<file path="src/rtl/fifo_wr_arbiter_if.sv">
// Write-side bus between two producers, the arbiter and a FIFO write port.
// The master modport is the arbiter's view; slave is the producers/FIFO view.
interface fifo_wr_arbiter_if #(
    parameter int unsigned DATA_WIDTH = 8
) ();

    // Producer 0
    logic                  req0;
    logic [DATA_WIDTH-1:0] din0;
    logic                  gnt0;

    // Producer 1
    logic                  req1;
    logic [DATA_WIDTH-1:0] din1;
    logic                  gnt1;

    // FIFO status and write port
    logic                  full;
    logic                  alf;
    logic                  write;
    logic [DATA_WIDTH-1:0] wdata;

    // Arbiter status
    logic                  busy;

    modport master (
        input  req0,
        input  din0,
        input  req1,
        input  din1,
        input  full,
        input  alf,
        output gnt0,
        output gnt1,
        output write,
        output wdata,
        output busy
    );

    modport slave (
        output req0,
        output din0,
        output req1,
        output din1,
        output full,
        output alf,
        input  gnt0,
        input  gnt1,
        input  write,
        input  wdata,
        input  busy
    );

endinterface

</file>
<file path="src/rtl/fifo_wr_arbiter.sv">
// Two-producer round-robin arbiter for a single FIFO write port.
// A producer owns the port for up to BURST_LEN written beats, then the grant
// hands over directly to the other producer if it is requesting.
// Optional feature: define FIFO_ARB_ALF_THROTTLE_EN to block new grants while
// the FIFO reports almost-full (bursts already granted run to completion).
module fifo_wr_arbiter #(
    parameter int unsigned DATA_WIDTH = 8,
    parameter int unsigned BURST_LEN  = 4
) (
    input  logic              clk,
    input  logic              reset,
    fifo_wr_arbiter_if.master bus
);

    // Encoding chosen so the grant outputs are plain register bits.
    typedef enum logic [1:0] {
        StIdle = 2'b00,
        StOwn0 = 2'b01,
        StOwn1 = 2'b10
    } state_e;

    localparam logic [7:0] LastBeat = 8'(BURST_LEN - 1);

    state_e                state_q, state_d;
    logic [7:0]            beat_cnt_q, beat_cnt_d;
    logic                  prio_q, prio_d;

    logic                  owner_req;
    logic                  other_req;
    logic                  wr_en;
    logic                  last_beat;
    logic                  release_own;
    logic                  grant_ok;

    logic                  gnt0;
    logic                  gnt1;
    logic                  busy;
    logic [DATA_WIDTH-1:0] wdata;

`ifdef FIFO_ARB_ALF_THROTTLE_EN
    // No new ownership may start while the FIFO is almost full.
    assign grant_ok = ~bus.alf;
`else
    logic unused_alf;
    assign unused_alf = bus.alf;
    assign grant_ok   = 1'b1;
`endif

    // Requests of the current owner and of the producer waiting on it.
    always_comb begin
        owner_req = 1'b0;
        other_req = 1'b0;
        case (state_q)
            StOwn0: begin
                owner_req = bus.req0;
                other_req = bus.req1;
            end
            StOwn1: begin
                owner_req = bus.req1;
                other_req = bus.req0;
            end
            default: begin
                owner_req = 1'b0;
                other_req = 1'b0;
            end
        endcase
    end

    assign wr_en     = owner_req & ~bus.full;
    assign last_beat = (beat_cnt_q == LastBeat);

    // Full freezes everything, so a release only happens on a non-full cycle:
    // either the final beat of the burst is written or the owner has gone quiet.
    assign release_own = ~bus.full & (~owner_req | last_beat);

    // State, beat counter and round-robin pointer registers.
    always_ff @(posedge clk or negedge reset) begin
        if (!reset) begin
            state_q    <= StIdle;
            beat_cnt_q <= 8'd0;
            prio_q     <= 1'b0;
        end else begin
            state_q    <= state_d;
            beat_cnt_q <= beat_cnt_d;
            prio_q     <= prio_d;
        end
    end

    // Next-state: grant from idle, hand over or drop to idle on release.
    always_comb begin
        state_d = state_q;
        prio_d  = prio_q;
        case (state_q)
            StIdle: begin
                if (grant_ok) begin
                    if (bus.req0 && bus.req1) begin
                        state_d = prio_q ? StOwn1 : StOwn0;
                    end else if (bus.req0) begin
                        state_d = StOwn0;
                    end else if (bus.req1) begin
                        state_d = StOwn1;
                    end
                end
            end
            StOwn0: begin
                if (release_own) begin
                    prio_d  = 1'b1;
                    state_d = (other_req && grant_ok) ? StOwn1 : StIdle;
                end
            end
            StOwn1: begin
                if (release_own) begin
                    prio_d  = 1'b0;
                    state_d = (other_req && grant_ok) ? StOwn0 : StIdle;
                end
            end
            default: begin
                state_d = StIdle;
            end
        endcase

        // Beats are counted per ownership; any grant change starts afresh.
        if (state_d != state_q) begin
            beat_cnt_d = 8'd0;
        end else if (wr_en) begin
            beat_cnt_d = beat_cnt_q + 8'd1;
        end else begin
            beat_cnt_d = beat_cnt_q;
        end
    end

    // Outputs: grants/busy straight from state bits, write path muxed by owner.
    always_comb begin
        gnt0  = state_q[0];
        gnt1  = state_q[1];
        busy  = (state_q != StIdle);
        wdata = '0;
        case (state_q)
            StOwn0:  wdata = bus.din0;
            StOwn1:  wdata = bus.din1;
            default: wdata = '0;
        endcase
    end

    assign bus.gnt0  = gnt0;
    assign bus.gnt1  = gnt1;
    assign bus.busy  = busy;
    assign bus.write = wr_en;
    assign bus.wdata = wdata;

endmodule

</file>
<file path="src/flat_wrapper.sv">
// flat-port wrapper written by rule: the top's interface ports become plain ports
module fifo_wr_arbiter_flat 
#(
    parameter int unsigned DATA_WIDTH = 8,
    parameter int unsigned BURST_LEN  = 4
)
  (clk, reset, bus_req0, bus_din0, bus_req1, bus_din1, bus_full, bus_alf, bus_gnt0, bus_gnt1, bus_write, bus_wdata, bus_busy);
  fifo_wr_arbiter_if #(.DATA_WIDTH(DATA_WIDTH)) bus_i ();
  input  logic clk;
  input  logic reset;
  input wire logic [$bits(bus_i.req0)-1:0] bus_req0;
  input wire logic [$bits(bus_i.din0)-1:0] bus_din0;
  input wire logic [$bits(bus_i.req1)-1:0] bus_req1;
  input wire logic [$bits(bus_i.din1)-1:0] bus_din1;
  input wire logic [$bits(bus_i.full)-1:0] bus_full;
  input wire logic [$bits(bus_i.alf)-1:0] bus_alf;
  output wire logic [$bits(bus_i.gnt0)-1:0] bus_gnt0;
  output wire logic [$bits(bus_i.gnt1)-1:0] bus_gnt1;
  output wire logic [$bits(bus_i.write)-1:0] bus_write;
  output wire logic [$bits(bus_i.wdata)-1:0] bus_wdata;
  output wire logic [$bits(bus_i.busy)-1:0] bus_busy;
  assign bus_i.req0 = bus_req0;
  assign bus_i.din0 = bus_din0;
  assign bus_i.req1 = bus_req1;
  assign bus_i.din1 = bus_din1;
  assign bus_i.full = bus_full;
  assign bus_i.alf = bus_alf;
  assign bus_gnt0 = bus_i.gnt0;
  assign bus_gnt1 = bus_i.gnt1;
  assign bus_write = bus_i.write;
  assign bus_wdata = bus_i.wdata;
  assign bus_busy = bus_i.busy;
  fifo_wr_arbiter #(.DATA_WIDTH(DATA_WIDTH), .BURST_LEN(BURST_LEN)) u_core (.clk(clk), .reset(reset), .bus(bus_i));
endmodule
</file>
<file path="config.mk">
export PLATFORM = sky130hd
export DESIGN_NAME = fifo_wr_arbiter_flat
export DESIGN_NICKNAME = d
export VERILOG_FILES = /design/src/rtl/fifo_wr_arbiter_if.sv /design/src/rtl/fifo_wr_arbiter.sv /design/src/flat_wrapper.sv
export SDC_FILE = /design/constraint.sdc
export NUM_CORES = 1
export LEC_CHECK = 0
export ABC_AREA = 1
export BUFFER_PORTS_ARGS = -buffer_cell sky130_fd_sc_hd__buf_2
export CAP_MARGIN = 20
export CORE_MARGIN = 3
export CORE_UTILIZATION = 51
export CTS_CLUSTER_DIAMETER = 100
export DETAILED_ROUTE_END_ITERATION = 8
export PLACE_DENSITY = 0.83
export SYNTH_ARGS = -nofsm -noshare
export SYNTH_HDL_FRONTEND = slang
export SYNTH_SLANG_ARGS = --single-unit
</file>
<file path="constraint.sdc">
create_clock -name clk -period 4.3 [get_ports clk]
set_clock_uncertainty 0.05 [all_clocks]
set_input_delay 0.215 -clock clk [delete_from_list [all_inputs] [get_ports clk]]
set_output_delay 0.215 -clock clk [all_outputs]
set_load 0.05 [all_outputs]
</file>
* Word level (Yosys, flattened, before mapping)
Index checks and enable logic that the tools add are counted.
** Word-level totals
- Register bits :: 11
- Bits in latches :: 0
- Bits in writable memories :: 0
- Memory bits (read-only) :: 0
- Input bits :: 22
- Output and inout bits :: 12
- Memories :: 0
** Operators by class
- $add $sub $neg :: 1
- Multipliers :: 0
- Div/mod/pow operators :: 0
- Magnitude comparators :: 0
- Eq/ne operators :: 6
- Shift-type cells :: 0
- Multiplexer cells :: 17
- Bitwise operators :: 5
- Reduce and logical (&&, ||, !) cells :: 6
** Operators by type and width (count)
- $mux W8 :: 2
- $pmux W8 S2 :: 1
- $mux W2 :: 7
- $add A8 B1 Y8 const B :: 1
- $eq A8 B2 Y1 const B :: 1
- $pmux W1 S2 :: 3
- $pmux W2 S3 :: 1
- $reduce_bool A2 Y1 :: 3
- $ne A2 B1 Y1 const B :: 2
- $mux W1 :: 3
- $reduce_and A3 Y1 :: 1
- $and A1 B1 Y1 :: 2
- $eq A2 B1 Y1 const B :: 1
- $eq A2 B2 Y1 const B :: 1
- $logic_not A2 Y1 :: 1
- $ne A2 B2 Y1 :: 1
- $not A1 Y1 :: 2
- $logic_and A1 B1 Y1 :: 1
- $or A1 B1 Y1 :: 1

* Depth between registers and ports, before layout
- Depth after elaboration :: 9
- Depth in mapped cells :: 15
- Mapped depth without buffers :: 15

* Worst setup path after synthesis
OpenSTA, ideal clock, no wires.
- Path type :: reg2out
- Start point :: reg u_core.state_q[0]
- End point :: out bus_wdata[4]
- Data arrival time :: 2.170 ns
- Data required time :: 4.035 ns
- Setup slack :: 1.865 ns
- Cell stages (with the launch flop) :: 6
- Path buffers :: 1
- Path through :: dfrtp_1 inv_1 ha_1 clkbuf_1 nand2_1 a21oi_1
** On the way
- Cells in the longest elaborated chain, start to end :: 2
** RTL lines
- from (decl) :: line fifo_wr_arbiter.sv:24 : state_e state_q, state_d;
- from (signal assigned) :: line fifo_wr_arbiter.sv:79 : state_q <= StIdle;
- from (signal assigned) :: line fifo_wr_arbiter.sv:83 : state_q <= state_d;
- $eq A2 B2 Y1 or $eq A2 B1 Y1 (tied branches) :: line fifo_wr_arbiter.sv:138 : case (state_q)
- $pmux W8 S2 * :: line fifo_wr_arbiter.sv:138
- to (decl) :: line flat_wrapper.sv:20 : output wire logic [$bits(bus_i.wdata)-1:0] bus_wdata;
Every way passes the cells marked *; elsewhere a longest branch is shown, timed or not.

* Worst setup path in the final report
- Start point :: reg u_core.state_q[0]
- End point :: reg u_core.beat_cnt_q[5]
** On the way
- Cells in the longest elaborated chain, start to end :: 9
** RTL lines
- $eq A2 B2 Y1 or $eq A2 B1 Y1 (tied branches) :: line fifo_wr_arbiter.sv:53, fifo_wr_arbiter.sv:93
- $pmux W1 S2 :: line fifo_wr_arbiter.sv:53 : case (state_q)
- $not A1 Y1 :: line fifo_wr_arbiter.sv:74 : assign release_own = ~bus.full & (~owner_req | last_beat);
- $or A1 B1 Y1 :: line fifo_wr_arbiter.sv:74
- $and A1 B1 Y1 :: line fifo_wr_arbiter.sv:74
- $mux W2, on equally long branches :: line fifo_wr_arbiter.sv:112, fifo_wr_arbiter.sv:106
- $pmux W2 S3 :: line fifo_wr_arbiter.sv:93 : case (state_q)
- $ne A2 B2 Y1 :: line fifo_wr_arbiter.sv:123 : if (state_d != state_q) begin
- $mux W8 or $reduce_bool A2 Y1 (tied branches)
- to (signal assigned) :: line fifo_wr_arbiter.sv:84 : beat_cnt_q <= beat_cnt_d;
- to (decl) :: line fifo_wr_arbiter.sv:25 : logic [7:0] beat_cnt_q, beat_cnt_d;
Several ways; a longest one is shown, not always the timed one.
A chain may end at the register's enable or synchronous reset.

==> qor.csv <==
stage,metric,value,unit
outcome,status,completed,
floorplanning,Core Area,1541,um2
power_and_ir_drop,Sw Share,59.65,%
place,placed instance area,1026,um2
sta,worst slew pin tran,0.4573,ns
global_route,total track usage,18.67,%
sta,fin crit share,55.93,%
synth,ys flop type,dfrtp_1,
detailed_routing,Post-DRT Antenna Nets,0,
power_and_ir_drop,LEAKAGE,0.5738,nW
clock_network,CTS max path bufs,2,
power_and_ir_drop,clock network fraction of total power,10.4,%
worst_setup_path,WS Path Type,reg2reg,
floorplanning,Die H,46.91,um
global_route,vias in the first global route,806,
clock_network,Post CTS Setup Buffer Count,0,
floorplanning,Die W,46.91,um
global_route,largest net degree at the start of global routing,16,
global_route,GRT Residual Overflow,0,
detailed_routing,drt drc,0,
clock_network,clock sinks,11,
sta,Achievable Freq,0.4158,GHz
detailed_routing,Initial DRC Count,17,
detailed_routing,WL final,1897,um
power_and_ir_drop,combinational share of power,68.5,%
worst_setup_path,CP endpoint kind,flop,
synth,Syn Area/Cell,6.667,um2
sta,final hold vios,0,
sta,Final Max Tran Viols,0,
clock_network,Worst-Skew Late Latency,0.26,ns
synth,share of synthesized flip-flops with an asynchronous set or reset,100.0,%
floorplanning,die area,2200,um2
worst_setup_path,Startpoint Class,flop,
synth,net count after synthesis,155,
floorplanning,Top Ports,34,
sta,Rel. slew slack,69.52,%
synth,"Seq/Total Area, Yosys",32.26,%
global_route,initial antenna violation count,0,
sta,final-report setup violation count,0,
clock_network,CTS Buf Count,3,
power_and_ir_drop,pwr dens,607.4,nW/um2
floorplanning,Placement Rows,14,
place,DP HPWL,1575,um
detailed_routing,drt via density,5.095,
synth,synthesized cell area,853.3,um2
cells_and_area,# diodes,0,
sta,final worst-path setup slack,1.895,ns
cells_and_area,Layout area overhead,24.49,%
detailed_routing,first-pass detailed-route iteration total,4,
detailed_routing,wire length per cell,10.60,um
place,IO buf count,32,
sta,post-route minimum period,2.405,ns
synth,most common cell in the netlist,nand2_1,
synth,Ys Warns,0,
power_and_ir_drop,Peak VDD IR,0.4185,mV
synth,Synth cell types,18,
synth,largest cells by area after synthesis,"dfrtp_1 32%, nand2_1 19%, ha_1 7.3%",
job,max_cap viols,0,
place,pre-CTS setup slack,1.915,ns
worst_setup_path,WP data arrival,2.50,ns
synth,post-synthesis register bit count,11,
worst_hold_path,hold crit path type,in2async,
synth,Mapped Cells,128,
detailed_routing,vias after detailed routing,912,
cells_and_area,share of cells above drive strength 1,26.99,%
place,GP Congestion,0.8376,
synth,post-synth top area cell,dfrtp_1,
power_and_ir_drop,Internal,0.2603,mW
synth,Post-synth EDFFs,0,
clock_network,clock slew at reported path FFs,0.07,ns
clock_network,Root Buffer,clkbuf_4,
power_and_ir_drop,Flop pwr share,21.1,%
worst_setup_path,WP data required,4.40,ns
floorplanning,Initial Utilization,55.36,%
synth,synth cell count leaders,"43 x nand2_1, 16 x inv_1, 11 x a21oi_1, 11 x dfrtp_1, 11 x nor2_1",
cells_and_area,final net count,191,
worst_setup_path,worst-path maximum fanout,15,
global_route,first-pass GRT wire length,3070,um
clock_network,CTS tree,done,
cells_and_area,Finished Cell Area,1062,um2
clock_network,H-tree depth,1,
power_and_ir_drop,Psw,0.3849,mW
sta,Post-Route Setup TNS,0,ns
sta,unrepaired setup endpoints after global routing,no,
synth,share of the synthesized area in the top cell type,32.26,%
[sequential cells by signal, summed over array words and instances, names as in the netlist]
signal / count
u_core.beat_cnt_q: 8
u_core.prio_q: 1
u_core.state_q: 2
[worst max-delay path: stages, from the launching register on]
cell	delay (ns)
dfrtp_1	0.46
inv_1	0.15
ha_1	0.46
nand2_1	0.12
a21oi_2	0.17
nand2_1	0.10
nand2_2	0.11
nand3_1	0.09
nand2_1	0.08
inv_1	0.04
nand2_1	0.06
nand2_1	0.07
nand2_1	0.07
nand2_1	0.06
nand2_2	0.14
nor2_1	0.06
[power by group through the flow]
stage	registers [mW]	logic [mW]	clock network, mW
after floorplan	0.162	0.322	0
after CTS	0.136	0.444	0.0693
after global routing	0.139	0.489	0.0730
after detailed placement	0.138	0.441	0
after global placement	0.137	0.431	0
final	0.136	0.442	0.0672
[metal layers]
layer | track usage [%] | wire [um] | vias up
met5 | 0 | 0 | -
met2 | 35.50 | 958 | 37
met1 | 22.38 | 821 | 401
li1 | - | - | 470
met3 | 1.149 | 96 | 4
met4 | 4.972 | 20 | 0
[metrics by stage]
stage	instances	total power, mW	utilization [%]	hold WS, ns
final	179	0.6452	68.91	0.2933
after global routing	179	0.7002	68.91	0.3215
after CTS	179	0.6494	68.91	0.3064
after detailed placement	174	0.5794	66.56	0.04189
after global placement	174	0.5681	66.56	0.03770
after floorplan	128	0.4836	-	-0.1306
[timing repair]
item	in CTS	in global routing
endpoints found under the hold margin	11	0
setup endpoints to repair	0	0
resized for setup	0	0
hold buffers	1	0
[cell families (layout without fill, tap and decap cells)]
logic type	count (synthesis)	in the layout	synth area share (%)
compound gates	17	17	10.85
xor+xnor	6	6	6.158
flops	11	11	32.26
buf+inv	20	55	8.799
fa+ha+maj	5	5	7.331
simple gates	69	69	34.60
[cell type report]
class | count | area, um2
clock buffers | 4 | 26.28
fillers | 151 | 479.2
inverters | 18 | 67.56
multi-input cells | 97 | 503.0
flip-flops and latches | 11 | 275.3
well taps | 16 | 20.02
repair buffers | 33 | 170.2
[cells in the final DEF, fill, tap and decap left out]
master	n
dlygate4sd3_1	1
clkbuf_4	3
nand2_1	43
nand3_2	1
inv_1	16
nor2_2	1
o21ai_0	3
xor2_1	6
buf_2	32
dfrtp_1	11
nand3_1	9
nor4_2	1
nor2_1	11
a21oi_2	1
inv_2	2
o211ai_1	1
ha_1	5
clkbuf_1	1
nand2_2	3
a21oi_1	11
a31oi_1	1
[worst paths after layout]
kind / startpoint / endpoint / slack (ns) / cells past startpoint
setup / recovery: u_core.state_q[0]$_DFF_PN0_ / u_core.beat_cnt_q[5]$_DFFE_PN0P_ / 1.89 / 15
hold / removal: reset / u_core.beat_cnt_q[7]$_DFFE_PN0P_ / 0.29 / 2
setup reg to reg: u_core.state_q[0]$_DFF_PN0_ / u_core.beat_cnt_q[5]$_DFFE_PN0P_ / 1.89 / 15
hold reg to reg: u_core.beat_cnt_q[7]$_DFFE_PN0P_ / u_core.beat_cnt_q[7]$_DFFE_PN0P_ / 0.51 / 2
max in group asynchronous: reset / u_core.beat_cnt_q[0]$_DFFE_PN0P_ / 3.71 / 2
min in group clk: bus_full / u_core.beat_cnt_q[0]$_DFFE_PN0P_ / 0.40 / 5
Power figures use the tool's default switching activity.
